$ cat config.mk
export PLATFORM = sky130hd
export DESIGN_NAME = plab4_net_router_output_ctrl
export DESIGN_NICKNAME = d
export VERILOG_FILES = /design/src/rtl/plab4_net_router_defs_pkg.sv /design/src/rtl/plab4_net_router_output_ctrl_rr_arb.sv /design/src/rtl/plab4_net_router_output_ctrl.sv
export SDC_FILE = /design/constraint.sdc
export NUM_CORES = 1
export LEC_CHECK = 0
export CAP_MARGIN = 25
export CORE_AREA = 10 10 47 49
export CTS_BUF_LIST = sky130_fd_sc_hd__clkbuf_2
export CTS_CLUSTER_DIAMETER = 30
export DETAILED_ROUTE_END_ITERATION = 10
export DIE_AREA = 0 0 57 59
export PLACE_DENSITY_LB_ADDON = 0.3
export SYNTH_ARGS = -nofsm -noshare
export SYNTH_HDL_FRONTEND = slang
export SYNTH_SLANG_ARGS = --single-unit
$ cat constraint.sdc
create_clock -name clk -period 0.8 [get_ports clk]
set_clock_uncertainty 0.2 [all_clocks]
set_input_delay 0.08 -clock clk [delete_from_list [all_inputs] [get_ports clk]]
set_output_delay 0.08 -clock clk [all_outputs]
set_load 0.03 [all_outputs]
$ cat src/rtl/plab4_net_router_defs_pkg.sv
// Shared definitions for the ring router: port indices, select width,
// reset priority and the small helpers used by the output control.
package plab4_net_router_defs;

  localparam int unsigned NUM_REQS = 3;
  localparam int unsigned SEL_W    = 2;

  typedef enum logic [SEL_W-1:0] {
    WEST = 2'd0,
    TERM = 2'd1,
    EAST = 2'd2
  } port_e;

  localparam logic [NUM_REQS-1:0] RESET_PRIO = 3'b001;

  // Next priority after a grant: the input just past the winner goes first.
  function automatic logic [NUM_REQS-1:0] rotl_grant(input logic [NUM_REQS-1:0] g);
    return {g[NUM_REQS-2:0], g[NUM_REQS-1]};
  endfunction

  // One-hot grant to crossbar select; zero when nothing is granted.
  function automatic logic [SEL_W-1:0] encode_grant(input logic [NUM_REQS-1:0] g);
    logic [SEL_W-1:0] sel;
    sel = '0;
    unique case (g)
      3'b001:  sel = WEST;
      3'b010:  sel = TERM;
      3'b100:  sel = EAST;
      default: sel = '0;
    endcase
    return sel;
  endfunction

endpackage

$ cat src/rtl/plab4_net_router_output_ctrl_rr_arb.sv
// Generic round-robin arbiter with a one-hot priority register.
import plab4_net_router_defs::*;

module plab4_net_rr_arb #(
  parameter int unsigned p_num_reqs = NUM_REQS
) (
  input  logic                  clk,
  input  logic                  reset,
  input  logic                  en,
  input  logic [p_num_reqs-1:0] reqs,
  output logic [p_num_reqs-1:0] grants
);

  logic [p_num_reqs-1:0] prio_q;
  logic [p_num_reqs-1:0] prio_d;
  logic [p_num_reqs-1:0] winner;
  logic                  found;

  // Scan upward from the priority bit, wrapping, and take the first request.
  always_comb begin
    winner = '0;
    found  = 1'b0;
    for (int k = 0; k < 3; k++) begin
      for (int j = 0; j < 3; j++) begin
        if (!found && prio_q[2'(j)] && reqs[2'((j + k) % 3)]) begin
          winner[2'((j + k) % 3)] = 1'b1;
          found                   = 1'b1;
        end
      end
    end
  end

  always_comb begin
    grants = '0;
    if (en && !reset) begin
      grants = winner;
    end
  end

  always_comb begin
    prio_d = prio_q;
    if (reset) begin
      prio_d = RESET_PRIO;
    end else if (|grants) begin
      prio_d = rotl_grant(grants);
    end
  end

  always_ff @(posedge clk) begin
    prio_q <= prio_d;
  end

endmodule

$ cat src/rtl/plab4_net_router_output_ctrl.sv
// Output-port control: round-robin grant over west/terminal/east requests,
// crossbar select and output valid, all combinational from prio and inputs.
import plab4_net_router_defs::*;

module plab4_net_router_output_ctrl #(
  parameter int unsigned p_num_reqs = NUM_REQS
) (
  input  logic                  clk,
  input  logic                  reset,
  input  logic                  domain,
  input  logic [p_num_reqs-1:0] reqs,
  output logic [p_num_reqs-1:0] grants,
  output logic                  out_val,
  input  logic                  out_rdy,
  output logic [SEL_W-1:0]      xbar_sel
);

  // Security label only; it does not steer arbitration.
  logic domain_unused;
  assign domain_unused = domain;

  plab4_net_rr_arb #(
    .p_num_reqs (p_num_reqs)
  ) u_arb (
    .clk    (clk),
    .reset  (reset),
    .en     (out_rdy),
    .reqs   (reqs),
    .grants (grants)
  );

  // Valid is tied to the grant so it can never assert without one.
  always_comb begin
    out_val  = |grants;
    xbar_sel = encode_grant(grants);
  end

endmodule
# Word-level counts from Yosys, hierarchy flattened
# Cells that the tools add are included.
# W data, S select, Z words.
[classes]
n_eq_ne = 2
muxes = 8
reduce_logical = 13
[ops]
columns = ["op", "count"]
rows = [
  ["$logic_and A1 B1 Y1", 8],
  ["$mux W1", 6],
  ["$logic_not A1 Y1", 4],
  ["$pmux W2 S2", 1],
  ["$eq A2 B3 Y1 const B", 1],
  ["$reduce_or A3 Y1", 1],
  ["$eq A2 B2 Y1 const B", 1],
  ["$mux W2", 1],
]
[word_totals]
ff_bits = 2
in_bits = 7
out_inout_bits = 6

# Longest topological paths before layout
[depth]
depth_word = 17
ltp_mapped = 2
ltp_nobuf = 2

# Hierarchy
# A second synthesis with hierarchy kept.
[unflattened]
cells_unflattened = 18
hier_area_um2 = 148.9
[by_module_without_submodules]
columns = ["mod", "instances", "cells_each", "area_each_um2"]
rows = [
  ["plab4_net_rr_arb", 1, 15, 127.6],
  ["plab4_net_router_output_ctrl", 1, 3, 21.3],
]

# Worst setup path after synthesis
# OpenSTA, ideal clock, no wires.
[synth_timing]
path_kind = "register to output"
startpoint = "register u_arb.prio_q[1]"
endpoint = "output grants[0]"
arrival_ns = 0.766
t_required_ns = 0.520
slack_ns = -0.246
path_stages_with_launch = 3
path_buffers = 0
path_cell_list = "dfxtp_1 nor2b_1 o211a_1"
[synth_via]
elab_chain_cells = 12
[synth_lines]
columns = ["element", "line", "rtl"]
rows = [
  ["start: declaration", "plab4_net_router_output_ctrl_rr_arb.sv:14", "logic [p_num_reqs-1:0] prio_q;"],
  ["start signal: assignment", "plab4_net_router_output_ctrl_rr_arb.sv:50", "prio_q <= prio_d;"],
  ["$logic_and A1 B1 Y1 (2 in a row)", "plab4_net_router_output_ctrl_rr_arb.sv:25", "if (!found && prio_q[2'(j)] && reqs[2'((j + k) % 3)]) begin"],
  ["$mux W1", "plab4_net_router_output_ctrl_rr_arb.sv:25", ""],
  ["$logic_not A1 Y1", "--", ""],
  ["$logic_and A1 B1 Y1 (2 in a row)", "plab4_net_router_output_ctrl_rr_arb.sv:25", ""],
  ["$mux W1", "plab4_net_router_output_ctrl_rr_arb.sv:25", ""],
  ["$logic_not A1 Y1", "--", ""],
  ["$logic_and A1 B1 Y1 (*) (2 in a row)", "plab4_net_router_output_ctrl_rr_arb.sv:25", ""],
  ["$mux W1 (*)", "plab4_net_router_output_ctrl_rr_arb.sv:25", ""],
  ["$mux W2 (*)", "plab4_net_router_output_ctrl_rr_arb.sv:35", "if (en && !reset) begin"],
  ["end: declaration", "plab4_net_router_output_ctrl.sv:12", "output logic [p_num_reqs-1:0] grants,"],
]
# Every way passes the cells marked *; elsewhere a longest branch is shown, timed or not.

# Worst setup path after layout
# Ends and elaborated chain as after synthesis.

==> results.toml <==
[final_layout]
fin_util_pct = 25.0
largest_reg_flops = 2
syn2layout_area_growth_pct = 128
layout_commonest_cell = "buf_6"
reg.largest.list = "u_arb.prio_q: 2 flops"
drive_gt1_share_pct = 71.9
stdcell_count = 48
layout_common_cells = "buf_6, clkbuf_2, dlygate4sd2_1, buf_4"
layout.nets = 40
antenna_cells = 0
largest_register = "u_arb.prio_q"
num-fill-cells = 161

[logic_synthesis]
avgSynthCellArea_um2 = 9.05
synth_area_um2 = 154
post-synth-top-area-cell = "dfxtp_1"
synth_cell_types = 14
yosysWarnings = 0
ys_seq_area_share_pct = 26.0
synth_top_cell_area_share_pct = 26.0
syn_inst = 17
ys_seq_elements = 2
synthTopCellsByArea = "dfxtp_1, o2111a_1, buf_4"

[floorplanning]
die_w_um = 57
row_count = 14
core-area_mm2 = 0.00140
die_area_mm2 = 0.00336
ios = 13
initial_utilization_pct = 11.0
die_h_um = 59

[worst_setup_path]
slowest_delay_ns = 0.35
rrSetupSlack_ns = -0.18
cp-start-kind = "flip-flop"
critPathCaptureType = "output pin"
cp_data_arrival_time_ns = 1.03
critPathRequiredTime_ns = 0.52
reg2reg_depth = 2
cp_top_family = "flip-flops"
cp_max_fo = 5
critical_path_class = "reg2out"
r2r_start = "u_arb.prio_q[1]"
cp_slowest_cell = "dfxtp_4"
timing.rr.end = "u_arb.prio_q[1]"
crit_buf_inv = 1
crit_chain = "nor2b_4 -> o211a_4 -> buf_6"

[routing]
drtIter0Drc = 0
drc_errors = 0
routed-via-count = 187
viasPerCell = 3.90
dr.pass1.iters = 1
wire_per_inst_um = 12.9
drtAntennaViolNets = 0
wirelength_um = 619

[clock_tree]
cts.sinks = 2
numCtsBuffers = 3
cts_tree = "yes"
clockBufferDepth = 2
postCtsHoldBufs = 0
clk_pin_slew_ns = 0.03
clock_latency_ns = 0.20
clockRootBuffer = "clkbuf_2"
htree_num_levels = 1

[global_routing]
antenna_found_initial = 0
grt_pass1_wl_um = 1060
overflow = 0
grt_use_total_pct = 4.27
grt_pass1_vias = 221
grt_max_degree = 7

[sta]
timing.fmax_ghz = 0.764
finalSetupViolCount = 6
rsz0062_at_grt = "true"
hold_violations = 0
layout_min_cycle_time_ns = 1.31
finalWorstSetupSlack_ns = -0.509
drv_slew = 0
period_share_pct = 164
whs_ns = 0.0685

[flow_run]
cap_violations = 0

[placed_design]
portBuffers = 8
place_ws_ns = -0.639
hpwl_um = 455
gp_congestion = 0.747
place_inst = 44

[power]
finalPower_mw = 0.465
p_leak_nw = 0.152
vdd_drop_max_uv = 631
power_density_mw_per_mm2 = 1330

[outcome]
status = "finished with violations"
violations = "setup timing"

[worst_hold_path]
hold_start = "reset"
hold_depth = 3
hold_path_end = "u_arb.prio_q[1]"
hp-class = "in2reg"
cell families after synthesis:
| group | Yosys count | share of synthesized area [%] |
|---|---|---|
| compound gates | 8 | 46.3 |
| buf+inv | 2 | 9.75 |
| flops | 2 | 26.0 |
| other cells | 1 | 2.44 |
| simple gates | 4 | 15.4 |
final cells by class:
cell class	count	area, µm²	area share [%]
timing repair buffer	12	115	32.9
sequential	2	47.5	13.6
clock buffer	4	20.0	5.71
tap	16	20.0	5.71
multi-input combinational	14	148	42.1
cells in the mapped netlist:
master and number:
nand3_1 1, o2111a_1 2, nand2_1 1, nor2b_1 1
o21ai_1 1, dfxtp_1 2, a21o_1 1, o221a_2 1
o211a_1 1, a21bo_1 1, a21oi_1 1, buf_4 2
conb_1 1, and2b_2 1
timing repair:
item,in CTS,in global routing
hold endpoints to repair,0,0
pin swaps,3,1
setup endpoints to repair,6,6
gates resized for setup,12,3
buffers inserted,0,1
routing by layer:
metal  track usage (%)  part of all wire (%)
met2              5.43                    44
met3              1.50                   5.0
met4              5.03                     0
met5                 0                     0
met1              4.98                    51
worst max-delay path by stage:
stage	depth (start not counted)	start	end	slack (ns)
after floorplan	2	u_arb.prio_q[1]	grants[0]	-0.19
after global placement	4	reqs[1]	grants[0]	-0.62
after detailed placement	4	reqs[1]	grants[0]	-0.64
after CTS	3	u_arb.prio_q[1]	grants[0]	-0.53
after global routing	3	u_arb.prio_q[1]	grants[0]	-0.56
final	3	u_arb.prio_q[1]	grants[0]	-0.51
worst register-to-register path: stages (launching register included):
cell	delay (ns)
dfxtp_4	0.36
a21bo_1	0.22
a21oi_2	0.13
power breakdown:
group          leakage, nW  internal [mW]  total [mW]  switching, mW
Clock               0.0166          0.132       0.201         0.0698
Combinational        0.118         0.0702       0.143         0.0729
Sequential          0.0174          0.106       0.120         0.0141
stage by stage:
stage | TNS, ns | cell area (µm²)
finish | -2.19 | 350
global route | -2.45 | 350
CTS | -2.29 | 342
detailed placement | -3.63 | 297
global placement | -3.49 | 297
floorplan | -0.764 | 191
No activity file was read; power rests on OpenSTA's default activity.
